## config.mk

```make
export PLATFORM = sky130hd
export DESIGN_NAME = ma_stage
export DESIGN_NICKNAME = d
export VERILOG_FILES = /design/src/rtl/ma_stage.sv
export SDC_FILE = /design/constraint.sdc
export NUM_CORES = 1
export LEC_CHECK = 0
export ABC_AREA = 1
export BUFFER_PORTS_ARGS = -buffer_cell sky130_fd_sc_hd__buf_4
export CAP_MARGIN = 10
export CORE_ASPECT_RATIO = 1.4
export CORE_MARGIN = 2
export CORE_UTILIZATION = 25
export DETAILED_ROUTE_END_ITERATION = 10
export PLACE_DENSITY = 0.42
export SLEW_MARGIN = 20
export SYNTH_ARGS = -nofsm -noshare
export SYNTH_HDL_FRONTEND = slang
export SYNTH_SLANG_ARGS = --single-unit
```

## constraint.sdc

```tcl
create_clock -name Clk -period 1.89 [get_ports Clk]
set_input_delay 0.0945 -clock Clk [delete_from_list [all_inputs] [get_ports Clk]]
set_output_delay 0.0945 -clock Clk [all_outputs]
set_load 0.05 [all_outputs]
```

## src/rtl/ma_stage.sv

```systemverilog
// Memory-access stage: passes non-memory instructions straight to RW and runs
// loads/stores over a req/gnt/rvalid data port with timeout and misalignment aborts.
module ma_stage #(
    parameter int          TIMEOUT  = 64,
    parameter logic [31:0] ERR_DATA = 32'hDEAD_BEEF
) (
    input  logic        Clk,
    input  logic        Rst,
    input  logic        Start,
    input  logic        Ex_Valid,
    output logic        Ex_Ready,
    input  logic [31:0] Ex_Pc,
    input  logic [31:0] Ex_AluResult,
    input  logic [31:0] Ex_Op2,
    input  logic [31:0] Ex_Instr,
    input  logic        Ex_IsLd,
    input  logic        Ex_IsSt,
    input  logic        Ex_IsWb,
    output logic        Mem_Req,
    output logic        Mem_We,
    output logic [31:0] Mem_Addr,
    output logic [31:0] Mem_WData,
    input  logic        Mem_Gnt,
    input  logic        Mem_RValid,
    input  logic [31:0] Mem_RData,
    output logic        Ma_Valid,
    input  logic        Ma_Ready,
    output logic [31:0] Ma_Pc,
    output logic [31:0] Ma_AluResult,
    output logic [31:0] Ma_Instr,
    output logic [31:0] Ma_LdResult,
    output logic        Ma_IsLd,
    output logic        Ma_IsWb,
    output logic        Ma_Err
);
    localparam int             CW       = $clog2(TIMEOUT);
    localparam logic [CW-1:0]  TMO_LAST = CW'(TIMEOUT - 1);

    typedef enum logic [1:0] {IDLE = 2'b00, REQ = 2'b01, WAIT_RD = 2'b10, DONE = 2'b11} state_t;

    typedef struct packed {
        logic [31:0] pc;
        logic [31:0] alu;
        logic [31:0] instr;
        logic        is_ld;
        logic        is_wb;
    } pay_t;

    state_t        state;
    pay_t          pay;
    logic [CW-1:0] tmo_cnt;
    logic          accept, is_mem, misal, tmo_last;
    logic          fin, fin_err;
    logic [31:0]   fin_data;

    assign Ex_Ready = Rst && (state == IDLE) && (!Ma_Valid || Ma_Ready);
    assign accept   = Ex_Valid && Ex_Ready && Start;
    assign is_mem   = Ex_IsLd || Ex_IsSt;
    assign misal    = is_mem && (Ex_AluResult[1:0] != 2'b00);
    assign tmo_last = (tmo_cnt == TMO_LAST);

    // Completion of an in-flight memory op; result lands on Ma_* as DONE is entered.
    always_comb begin
        fin      = 1'b0;
        fin_err  = 1'b0;
        fin_data = '0;
        case (state)
            REQ: begin
                if (Mem_Gnt) begin
                    fin = Mem_We;
                end else if (tmo_last) begin
                    fin      = 1'b1;
                    fin_err  = 1'b1;
                    fin_data = pay.is_ld ? ERR_DATA : '0;
                end
            end
            WAIT_RD: begin
                if (Mem_RValid) begin
                    fin      = 1'b1;
                    fin_data = Mem_RData;
                end else if (tmo_last) begin
                    fin      = 1'b1;
                    fin_err  = 1'b1;
                    fin_data = ERR_DATA;
                end
            end
            default: ;
        endcase
    end

    always_ff @(posedge Clk) begin
        if (!Rst) begin
            state        <= IDLE;
            tmo_cnt      <= '0;
            pay          <= '0;
            Mem_Req      <= 1'b0;
            Mem_We       <= 1'b0;
            Mem_Addr     <= '0;
            Mem_WData    <= '0;
            Ma_Valid     <= 1'b0;
            Ma_Pc        <= '0;
            Ma_AluResult <= '0;
            Ma_Instr     <= '0;
            Ma_LdResult  <= '0;
            Ma_IsLd      <= 1'b0;
            Ma_IsWb      <= 1'b0;
            Ma_Err       <= 1'b0;
        end else begin
            if (Ma_Valid && Ma_Ready)
                Ma_Valid <= 1'b0;
            if (fin) begin
                Ma_Valid     <= 1'b1;
                Ma_Pc        <= pay.pc;
                Ma_AluResult <= pay.alu;
                Ma_Instr     <= pay.instr;
                Ma_IsLd      <= pay.is_ld;
                Ma_IsWb      <= pay.is_wb;
                Ma_LdResult  <= fin_data;
                Ma_Err       <= fin_err;
            end
            case (state)
                IDLE: begin
                    if (accept) begin
                        if (is_mem && !misal) begin
                            state     <= REQ;
                            tmo_cnt   <= '0;
                            Mem_Req   <= 1'b1;
                            Mem_We    <= Ex_IsSt;
                            Mem_Addr  <= Ex_AluResult;
                            Mem_WData <= Ex_Op2;
                            pay       <= '{Ex_Pc, Ex_AluResult, Ex_Instr, Ex_IsLd, Ex_IsWb};
                        end else begin
                            // Non-memory and misaligned ops retire in one cycle.
                            Ma_Valid     <= 1'b1;
                            Ma_Pc        <= Ex_Pc;
                            Ma_AluResult <= Ex_AluResult;
                            Ma_Instr     <= Ex_Instr;
                            Ma_IsLd      <= Ex_IsLd;
                            Ma_IsWb      <= Ex_IsWb;
                            Ma_LdResult  <= (misal && Ex_IsLd) ? ERR_DATA : '0;
                            Ma_Err       <= misal;
                        end
                    end
                end
                REQ: begin
                    tmo_cnt <= tmo_cnt + 1'b1;
                    if (Mem_Gnt) begin
                        Mem_Req <= 1'b0;
                        tmo_cnt <= '0;
                        state   <= Mem_We ? DONE : WAIT_RD;
                    end else if (tmo_last) begin
                        Mem_Req <= 1'b0;
                        state   <= DONE;
                    end
                end
                WAIT_RD: begin
                    tmo_cnt <= tmo_cnt + 1'b1;
                    if (Mem_RValid || tmo_last)
                        state <= DONE;
                end
                DONE:    state <= IDLE;
                default: state <= IDLE;
            endcase
        end
    end
endmodule

```

# --- After elaboration in Yosys (flattened, before gate mapping) ---
# Cells that the tools add are included.
word_totals:
  register_bits: 272
  inputBits: 170
  elab_cells: 111
classes:
  add_sub_neg: 1
  n_eq_ne: 8
  mux: 63
  reduce_logical: 21
op_table:
  columns: ["cell", "count"]
  rows:
  - ["$mux 32", 22]
  - ["$pmux 32 s2", 1]
  - ["$mux 1", 27]
  - ["$mux 6", 3]
  - ["$pmux 6 s3", 1]
  - ["$mux 2", 5]
  - ["$logic_and 1x1->1", 8]
  - ["$pmux 2 s4", 1]
  - ["$reduce_and 4->1", 2]
  - ["$add 6x1->6 const B", 1]
  - ["$eq 6x6->1 const B", 1]
  - ["$pmux 1 s2", 3]
  - ["$reduce_and 3->1", 2]
  - ["$eq 2x2->1 const B", 2]
  - ["$ne 2x2->1 const B", 2]
  - ["$reduce_bool 2->1", 2]
  - ["$logic_or 1x1->1", 3]
  - ["$ne 3x3->1 const B", 1]
  - ["$reduce_bool 3->1", 1]
  - ["$eq 2x1->1 const B", 1]
  - ["$logic_not 1->1", 2]
  - ["$logic_not 2->1", 1]
  - ["$ne 2x1->1 const B", 1]

# --- Depth between registers and ports, before layout ---
# Gate-level depths: netlist (run 1).
logic_depth:
  depth_word: 8
  ltp_mapped: 13
  depth_no_buf: 12

# --- Worst setup path after synthesis (run 1) ---
# No wires, ideal clock.
synth_timing:
  path_kind: "register to register"
  start: "reg Ma_Valid"
  end: "reg Ma_Instr[12]"
  t_arrival_ns: 1.785
  t_required_ns: 1.781
  setup_slack_ns: -0.004
  path_stages_with_launch: 10
  path_buffers: 2
  path_cell_list: "dfxtp_1 > nand2_1 > nand3_4 > nor2_2 > nor2_1 > buf_4 > buf_1 > nand3_1 > nand2_1 > inv_1"
synth_via:
  elab_chain_cells: 7
synth_rtl:
  columns: ["item", "line", "source"]
  rows:
  - ["from (decl)", "26", "output logic Ma_Valid,"]
  - ["from (signal assigned)", "100", "Ma_Valid <= 1'b0;"]
  - ["from (signal assigned)", "110", "Ma_Valid <= 1'b0;"]
  - ["from (signal assigned)", "112", "Ma_Valid <= 1'b1;"]
  - ["$logic_not 1->1", "56", "assign Ex_Ready = Rst && (state == IDLE) && (!Ma_Valid || Ma_Ready);"]
  - ["$logic_or 1x1->1", "56", null]
  - ["$logic_and 1x1->1", "56", null]
  - ["$logic_and 1x1->1 (2 in series)", "57", "assign accept = Ex_Valid && Ex_Ready && Start;"]
  - ["$mux 32", "123", "if (accept) begin"]
  - ["$mux 32", "121", "case (state)"]
  - ["to (signal assigned)", "115", "Ma_Instr <= pay.instr;"]
  - ["to (signal assigned)", "137", "Ma_Instr <= Ex_Instr;"]
  - ["to (decl)", "30", "output logic [31:0] Ma_Instr,"]
# Every way passes these cells.
# A chain may end at the register's enable or synchronous reset.

# --- Worst setup path after layout (run 1) ---
layout_timing:
  start: "reg tmo_cnt[1]"
  end: "reg Ma_Instr[13]"
layout_via:
  elab_chain_cells: 8
  elab_cells_between_ends: 9
layout_rtl:
  columns: ["item", "line", "source"]
  rows:
  - ["from (decl)", "51", "logic [CW-1:0] tmo_cnt;"]
  - ["from (signal assigned)", "146", "tmo_cnt <= tmo_cnt + 1'b1;"]
  - ["from (signal assigned)", "157", "tmo_cnt <= tmo_cnt + 1'b1;"]
  - ["$eq 6x6->1 *", "60", "assign tmo_last = (tmo_cnt == TMO_LAST);"]
  - ["$mux 1 *", "71, 81", null]
  - ["$mux 1 (on tied branches)", "78, 69", null]
  - ["$pmux 1 s2 *", "67", "case (state)"]
  - ["$mux 32 *", "111", "if (fin) begin"]
  - ["$mux 32", "124", "if (is_mem && !misal) begin"]
  - ["$mux 32", "123", null]
  - ["$mux 32 *", "121", null]
# Every way passes the cells marked *; elsewhere a longest branch is shown, timed or not.

==> run summary, run 1 <==
Sw frac - 30.1%
CP cell instances - ha_4 > nand2_2 > nor2_2 > nand2_2 > nand2_2 > nand2_4 > nand2_8 > nand2_8 > clkbuf_16 > nand2_4 > nand3_2 > nand2_2 > inv_2
VDD IR max - 0.836 mV
Count of flip-flops with a built-in enable after synthesis - 0
Fin worst setup slack - 0.0610 ns
Hold Crit Start - Mem_RValid
Startpoint Class - flop
CTS tree - yes
Post-synth top area share - 44.3%
Antenna Nets Post-Route - 0
Worst-path fanout max - 8
FP Rows - 96
Pwr dens - 792 nW/um^2
Yosys cell types - 35
Final non-filler cell area - 19300 sq um
Slew HR - 39.9%
Yosys warns - 0
Status - completed
Mapped cell area - 12300 sq um
Int Pwr - 0.0107 W
Initial antenna violation count - 3
Worst slew pin tran - 0.901 ns
CP arrival - 2.30 ns
Psw - 0.00461 W
Critical path's largest stage delay - 0.35 ns
Vias - 13000
Worst reg2reg path depth - 13
CP Data Required Time - 2.36 ns
Worst hold path type - input pin to flop
Drt initial violations - 584
First-pass DRT Iterations - 6
Most frequent cell after synthesis - nor2_1
WHS - 0.116 ns
FF+latch count, synth - 272
Fillcell total - 5068
Register area share after synthesis - 44.3%
Dominant cells by area after synthesis - dfxtp_1, nor2_1, o21ai_0
Total area of multi-input combinational cells - 5800 sq um
Clock sinks - 272
Slowest CP cell - dfxtp_2
Initial Utilization - 25.2%
Reg2reg end - Ma_Instr[13]
Worst R2R Start - tmo_cnt[1]
RSZ-0062 raised after global routing - true
Via density - 4.44
# DRC - 0
Top_reg_cell synth - dfxtp_1
F_max - 547 MHz
Post-Place Setup Slack - -0.0386 ns
Grt ovf - 0
Min cycle time layout - 1.83 ns
Pleak - 9.50 nW
Vias in the first global route - 12600
DP HPWL - 29100 um
CTS H-tree lvls - 1
Seq pwr share - 40.0%
FF/Latch Area - 5450 sq um
Chip Height - 266 um
Pwr Total - 0.0153 W
Nets@finish - 2454
CTS Buf Count - 31
Clock power frac - 38.5%
Final WL - 48000 um
IO Count - 369
First-pass GRT wire length - 69300 um
Flop-to-flop setup slack - 0.06 ns
Setup Viol. Count Final - 0
Area Growth Syn to Fin - 57.3%
Max-cap violations - 0
Layout cells sized above 1 - 25.0%
Worst Hold Path EP - state[1]
Port bufs - 368
Setup crit end kind - flop
Setup CP Type - flop to flop
Ys async rst share - 0%
Post-synth top cells - nor2_1, dfxtp_1, nand2_1, o21ai_0, nand3_1
Core Region - 48800 sq um
Clk pin slew, worst setup/hold paths - 0.06 ns
Die Wd - 191 um
Hold Path Stages - 6
Wirelength per Cell - 16.3 um
Clock Latency Late Sink - 0.57 ns
Post-Syn Area per Cell - 6.91 sq um
Syn nets - 1955
Post-synthesis instance total - 1779
Total GRT Usage - 16.9%
Clock Skew - 0.0122 ns
Dpl cell area - 15900 sq um
Yosys top cell by area - dfxtp_1
Die area - 51000 sq um
Final GP Congestion - 0.770
Final hold vios - 0
Max clock buf depth - 3
Logic pwr share - 21.5%
Post-route clock period utilization - 96.8%
Pin count of the biggest net entering global routing - 200
Cell mode on critical path - nand2_2
Fin. max-slew vios - 0
Root Driver - clkbuf_16
-- cell families after synthesis --
group	count (synthesis)	share of synthesized area (%)
flops	272	44.3
buf+inv	269	10.4
simple gates	943	31.2
compound gates	289	13.5
fa+ha+maj	6	0.610
-- critical path: cells and delay by family, from the launching register on --
| family | cells | cell delay, ns |
|---|---|---|
| flip-flops | 1 | 0.35 |
| AND/OR/NAND/NOR | 10 | 0.97 |
| buffers and inverters | 2 | 0.26 |
| adder cells (fa/ha/maj) | 1 | 0.14 |
-- layout by cell type (no fill, tap or decap), types with 6 or more instances in the layout --
cell type      count
a21boi_0          61
a21boi_1          11
a21oi_1            6
buf_12            32
buf_16             6
buf_4            405
clkbuf_1          11
clkbuf_16         45
clkbuf_8           6
dfxtp_1          268
dlygate4sd3_1    165
inv_1            103
nand2_1          215
nand2_2           18
nand2_4            7
nand3_1          156
nand3_2           16
nor2_1           513
nor2_2             7
o21ai_0          179
o21ai_1           25
-- power groups by stage --
stage	Combinational (W)	Sequential, W	Clock [W]
CTS	0.00317	0.00612	0.00614
finish	0.00329	0.00612	0.00590
floorplan	0.00100	0.00690	0
global route	0.00355	0.00615	0.00635
global placement	0.00285	0.00624	0
detailed placement	0.00286	0.00624	0
-- per-stage QoR --
step	instances	util [%]	TNS (ns)
3_5_place_dp	2687	32.7	-0.494
4_1_cts	2911	38.1	-0.0550
5_1_grt	2939	39.7	-1.22
6_report	2939	39.7	0
2_1_floorplan	1779	-	0
3_3_place_gp	2687	32.7	-0.298
-- final cells by class --
type                            instances  area share [%]
Clock buffer                           48            4.65
Antenna cell                            2          0.0259
Inverter                              108            2.13
Tap cell                              637            4.12
Multi-Input combinational cell       1238            30.0
Clock inverter                          7           0.343
Sequential cell                       272            28.2
Timing Repair Buffer                  627            30.6
-- state kept, by name, indices dropped and copies added (netlist names) --
name and cells:
Mem_WData 32, Mem_We 1, pay 98, tmo_cnt 6
Ma_IsWb 1, Ma_AluResult 32, Ma_Instr 32, state 2
Mem_Req 1, Ma_IsLd 1, Ma_Pc 32, Ma_Valid 1
Ma_Err 1, Ma_LdResult 32
-- routing by layer --
layer  wire (um)  up-vias  global-route usage (%)
met5           7        -                       0
met4        1290        2                    5.51
met3        2680       61                    3.41
met2       23700      316                    29.7
met1       20300     6040                    20.4
li1            -     6623                       -
-- how the worst max path moves through the flow --
stage                     depth (start not counted)        from            end  slack [ns]
after floorplan                                  12    state[0]   Ma_Instr[12]        0.07
after global placement                           11    state[1]  Mem_WData[18]       -0.04
after detailed placement                         11    state[1]  Mem_WData[18]       -0.04
after CTS                                        11    state[1]        pay[10]      -0.008
after global routing                             13  tmo_cnt[1]   Ma_Instr[13]       -0.05
final                                            13  tmo_cnt[1]   Ma_Instr[13]        0.06
-- timing repair --
item,in CTS,in global routing
hold buffers,165,0
endpoints found under the hold margin,261,0
cloned,1,15
endpoints found under the setup margin,143,260
setup buffers,3,12
gates resized for setup,7,80
pin swaps,1,23
Note: power is estimated with default switching activity, not from simulation.
==> run 2: changes to the inputs <==
Settings changed: CTS_BUF_LIST set to sky130_fd_sc_hd__clkbuf_2.
==> run 2 against run 1 <==
The run now ends with negative hold slack, negative setup slack left. Clock power fell by 23%. Hold slack worse by 0.34 ns. Via count increased by 12%. Core utilization increased by 6.9 points. Combinational power increased by 25%. Global-route usage increased by 1.9 points. Count of clock-buffer cells in the layout rose by 55. Sequential share of layout area shrank 4.1 points. Critical path type unchanged. Largest cell class unchanged. Highest routed layer unchanged.
==> run summary, run 2 (same netlist as run 1, synthesis figures left out) <==
CP arrival - 3.03 ns
# DRC - 0
Setup Viol. Count Final - 221
CTS H-tree lvls - 3
Clock Skew - 0.0671 ns
Layout cells sized above 1 - 33.3%
Final hold vios - 96
Startpoint Class - flop
Violated checks - negative hold slack, negative setup slack
F_max - 467 MHz
Post-route clock period utilization - 113%
Critical path's largest stage delay - 0.35 ns
First-pass GRT wire length - 75600 um
First-pass DRT Iterations - 5
Fin. max-slew vios - 0
Total GRT Usage - 18.8%
RSZ-0062 raised after global routing - true
Pin count of the biggest net entering global routing - 200
FF/Latch Area - 5460 sq um
Clk pin slew, worst setup/hold paths - 0.10 ns
Worst slew pin tran - 1.12 ns
Highest routed layer - met5
Pwr Total - 0.0147 W
Max-cap violations - 0
Vias - 14600
Core Util, Final - 46.6%
CTS tree - yes
Setup CP Type - flop to flop
Core Region - 48800 sq um
Initial Utilization - 25.2%
CTS Buf Count - 77
Final GP Congestion - 0.770
Worst hold path type - input pin to flop
Status - complete, but fails checks
Vias in the first global route - 14000
Clock Latency Late Sink - 1.03 ns
Non-filler cells, final - 3229
Die area - 51000 sq um
Pleak - 10.9 nW
Port bufs - 368
Fin worst setup slack - -0.253 ns
Placed cells - 2687
Pwr dens - 649 nW/um^2
Slew HR - 25.4%
Clock sinks - 272
Largest Register - pay
Commonest cells after routing, fill and taps aside - nor2_1, buf_4, dlygate4sd3_1
M1 WL - 22000 um
Root Driver - clkbuf_2
Max clock buf depth - 3
CP Data Required Time - 2.78 ns
CP cell instances - inv_2 > ha_4 > nand2_4 > inv_2 > buf_4 > nand3_4 > buf_12 > a21oi_4 > nor2_4 > buf_6 > buf_12 > buf_6 > clkbuf_16 > nand2_2 > nor2_2 > nor2_1
Most common cell after layout, fill and taps aside - nor2_1
Post-CTS Hold Fix Bufs - 337
Worst-path fanout max - 8
Total area of multi-input combinational cells - 6480 sq um
Nets@finish - 2726
Setup crit end kind - flop
Slowest CP cell - dfxtp_2
Area Growth Syn to Fin - 84.8%
Chip Height - 266 um
VDD IR max - 0.405 mV
Final WL - 54700 um
Die Wd - 191 um
Antenna Nets Post-Route - 0
Drt initial violations - 619
Initial antenna violation count - 4
DP HPWL - 29100 um
Min cycle time layout - 2.14 ns
Via density - 4.52
Grt ovf - 0
Met3 Wirelength - 3320 um
FP Rows - 96
WHS - -0.220 ns
Fillcell total - 4887
Wirelength per Cell - 17.0 um
Max reg flops - 98
IO Count - 369
Met2 WL - 27700 um
run 2: path summary, 6_finish.rpt:
kind / startpoint / endpoint / slack [ns] / cells after the start
worst max register to register: state[0] / Ma_Pc[5] / -0.25 / 16
worst min-delay path: Rst / tmo_cnt[3] / -0.22 / 4
worst min register to register: Ma_LdResult[17] / Ma_LdResult[17] / 0.46 / 2
worst max-delay path: state[0] / Ma_Pc[5] / -0.25 / 16
run 2: per-stage QoR:
| stage | setup WS [ns] | TNS, ns | cell area, sq um |
|---|---|---|---|
| final | -0.253 | -15.50 | 22700 |
| after global routing | -0.311 | -45.23 | 22700 |
| after CTS | -0.306 | -1.42 | 20600 |
| after detailed placement | -0.0386 | -0.494 | 15900 |
| after global placement | -0.0407 | -0.298 | 15900 |
| after floorplan | 0.0685 | 0 | 12300 |
run 2: area by class of cell:
| class | instances | area share (%) |
|---|---|---|
| inverters | 108 | 1.86 |
| multi-input cells | 1239 | 28.5 |
| flip-flops and latches | 272 | 24.0 |
| repair buffers | 852 | 39.2 |
| clock inverters | 14 | 0.611 |
| well taps | 637 | 3.51 |
| clock buffers | 103 | 2.27 |
| diodes | 4 | 0.0440 |
run 2: critical path: cells and delay by family, from the launching register on:
family | cells | cell delay [ns]
buffers and inverters | 8 | 0.96
and+or+nand+nor | 6 | 0.51
DFF | 1 | 0.35
adders and majority gates | 1 | 0.16
AOI/OAI and AO/OA | 1 | 0.04
run 2: power breakdown:
group | leakage, nW | switching, W | internal, W | total [W]
combinational | 8.15 | 0.00222 | 0.00189 | 0.00411
clock | 0.487 | 0.00268 | 0.00184 | 0.00452
sequential | 2.22 | 0.000146 | 0.00597 | 0.00612
total | 10.9 | 0.00504 | 0.00971 | 0.0147
run 2: timing repair:
action,4_1_cts,5_1_grt
endpoints found under the setup margin,157,264
cloned,9,46
pin swaps,11,138
gates resized for setup,106,339
setup buffers,15,17
hold endpoints to repair,272,202
run 2: per-layer routing:
metal  GRT usage [%]  up-vias
li1                -     7222
met1            21.1     6863
met2            32.8      397
met3            5.13       96
met4            9.00        2
met5               0        -
==> run 3: changes to the inputs <==
Settings changed: CTS_CLUSTER_SIZE set to 10, SKIP_CTS_REPAIR_TIMING set to 1.
==> run 3 against run 2 <==
The run ends with negative hold slack, max-slew violations, negative setup slack left. Wire length is 5.7% higher. Fmax rose by 3.0%. Die area stayed put. Final cell count increased by 0.37%. Hold slack got worse by 0.14 ns. Register-to-register slack improved by 0.06 ns. Non-clock buffer count is 12 higher. Sequential power hardly changed. Critical path type unchanged. Critical endpoint is now Ma_AluResult[28].
==> run summary, run 3 (same netlist as run 1, synthesis figures left out) <==
Setup CP Type - flop to flop
First-pass GRT wire length - 68100 um
Grt ovf - 0
Violated checks - negative hold slack, max-slew violations, negative setup slack
Pin count of the biggest net entering global routing - 200
Nets@finish - 2738
Commonest cells after routing, fill and taps aside - buf_4, nor2_1, dlygate4sd3_1
Slew HR - -6.96%
Chip Height - 266 um
CP arrival - 2.98 ns
Final WL - 57800 um
Drt initial violations - 504
Status - complete, but fails checks
Flop-to-flop setup slack - -0.19 ns
Largest Register - pay
Critical path launch point - state[1]
Via density - 4.57
Worst-path fanout max - 7
Int Pwr - 0.00976 W
CP Data Required Time - 2.79 ns
Max reg flops - 98
Final GP Congestion - 0.770
Setup Viol. Count Final - 218
Total GRT Usage - 17.0%
F_max - 481 MHz
Antenna Nets Post-Route - 0
Reg2reg end - Ma_AluResult[28]
Clock Skew - 0.0860 ns
Worst slew pin tran - 1.60 ns
TNS Setup - -22.83 ns
Vias - 14800
Worst hold path type - input pin to flop
Vias in the first global route - 12200
Most common cell after layout, fill and taps aside - buf_4
Min cycle time layout - 2.08 ns
CTS H-tree lvls - 3
Core Region - 48800 sq um
Setup crit end kind - flop
Seq pwr share - 40.9%
Max-cap violations - 0
Worst R2R Start - state[1]
RSZ-0062 raised after global routing - true
Fin worst setup slack - -0.190 ns
Max clock buf depth - 3
Initial Utilization - 25.2%
Worst reg2reg path depth - 14
Clock sinks - 272
DP HPWL - 29100 um
WHS - -0.356 ns
Die area - 51000 sq um
Pleak - 11.0 nW
VDD IR max - 0.420 mV
Sw frac - 34.7%
Post-route clock period utilization - 110%
Port bufs - 368
Root Driver - clkbuf_2
Pwr Total - 0.0149 W
Fin. max-slew vios - 59
# DRC - 0
Wirelength per Cell - 17.8 um
Clk pin slew, worst setup/hold paths - 0.10 ns
Initial antenna violation count - 4
Final hold vios - 42
Area Growth Syn to Fin - 96.3%
FP Rows - 96
Clock Latency Late Sink - 1.05 ns
CTS tree - yes
IO Count - 369
Layout cells sized above 1 - 40.9%
Crit path to - Ma_AluResult[28]
CTS Buf Count - 77
Clock power frac - 30.4%
Psw - 0.00518 W
First-pass DRT Iterations - 7
Logic pwr share - 28.7%
Die Wd - 191 um
Pwr dens - 619 nW/um^2
Startpoint Class - flop
==> run 3: cell types whose count changed in the layout (fill, tap and decap cells not counted), moves of 14 or more <==
| cell | change |
|---|---|
| buf_4 | +18 |
| nor2_4 | +89 |
| buf_6 | -15 |
| o21ai_2 | +40 |
| dlygate4sd3_1 | -24 |
| nor2_2 | +14 |
| clkbuf_16 | +18 |
| nand3_2 | +20 |
| o21ai_0 | -39 |
| nand3_1 | -20 |
| nor2_1 | -103 |
==> run 3: worst min-delay path by stage <==
stage / slack (ns) / startpoint / cells past startpoint / to
finish: -0.36 / Rst / 4 / pay[40]
global route: -0.30 / Rst / 7 / Mem_Req
CTS: -0.93 / Ex_Pc[2] / 3 / pay[68]
detailed placement: 0.32 / Ex_Op2[14] / 3 / Mem_WData[14]
global placement: 0.32 / Ex_Op2[30] / 3 / Mem_WData[30]
floorplan: 0.23 / Ex_AluResult[31] / 2 / pay[65]
==> run 3: through the flow <==
stage / instances / worst slack (ns) / cell area [sq um] / hold slack (ns) / util, %
finish: 3241 / -0.190 / 24100 / -0.356 / 49.5
global route: 3240 / -0.331 / 24100 / -0.301 / 49.5
CTS: 2804 / -0.506 / 16600 / -0.927 / 34.0
detailed placement: 2687 / -0.0386 / 15900 / 0.324 / 32.7
global placement: 2687 / -0.0407 / 15900 / 0.316 / 32.7
floorplan: 1779 / 0.0685 / 12300 / 0.229 / -
==> run 3: power groups by stage <==
stage	Clock (W)	Combinational, W	Sequential, W
after detailed placement	0	0.00286	0.00624
after CTS	0.00481	0.00287	0.00611
final	0.00454	0.00429	0.00612
after global routing	0.00507	0.00455	0.00615
after floorplan	0	0.00100	0.00690
after global placement	0	0.00285	0.00624
==> run 3: layer usage <==
metal,up-vias,share of wire (%),GRT usage (%)
met3,116,5.7,5.61
met5,-,0.022,0
met1,7015,40,19.4
li1,7255,-,-
met4,2,3.4,9.02
met2,414,51,28.1
==> run 3: area by class of cell <==
type                       instances  area [sq um]
timing repair buffer             864          9290
clock inverter                    14           139
clock buffer                     103           515
tap                              637           797
multi-input combinational       1238          7480
antenna                            4          10.0
inverter                         108           432
sequential                       272          5460
timing repair inverter             1          16.3
fill                            4725         24600
==> run 3: worst max-delay path, cell delays in order (launching register included) <==
cell,delay (ns)
dfxtp_1,0.33
inv_2,0.10
ha_4,0.15
nand2_2,0.05
inv_2,0.08
nand3_4,0.10
buf_12,0.15
a21oi_4,0.15
nor2_4,0.08
buf_12,0.16
buf_12,0.13
clkbuf_16,0.17
clkbuf_16,0.18
o21ai_2,0.11
nor2_1,0.06
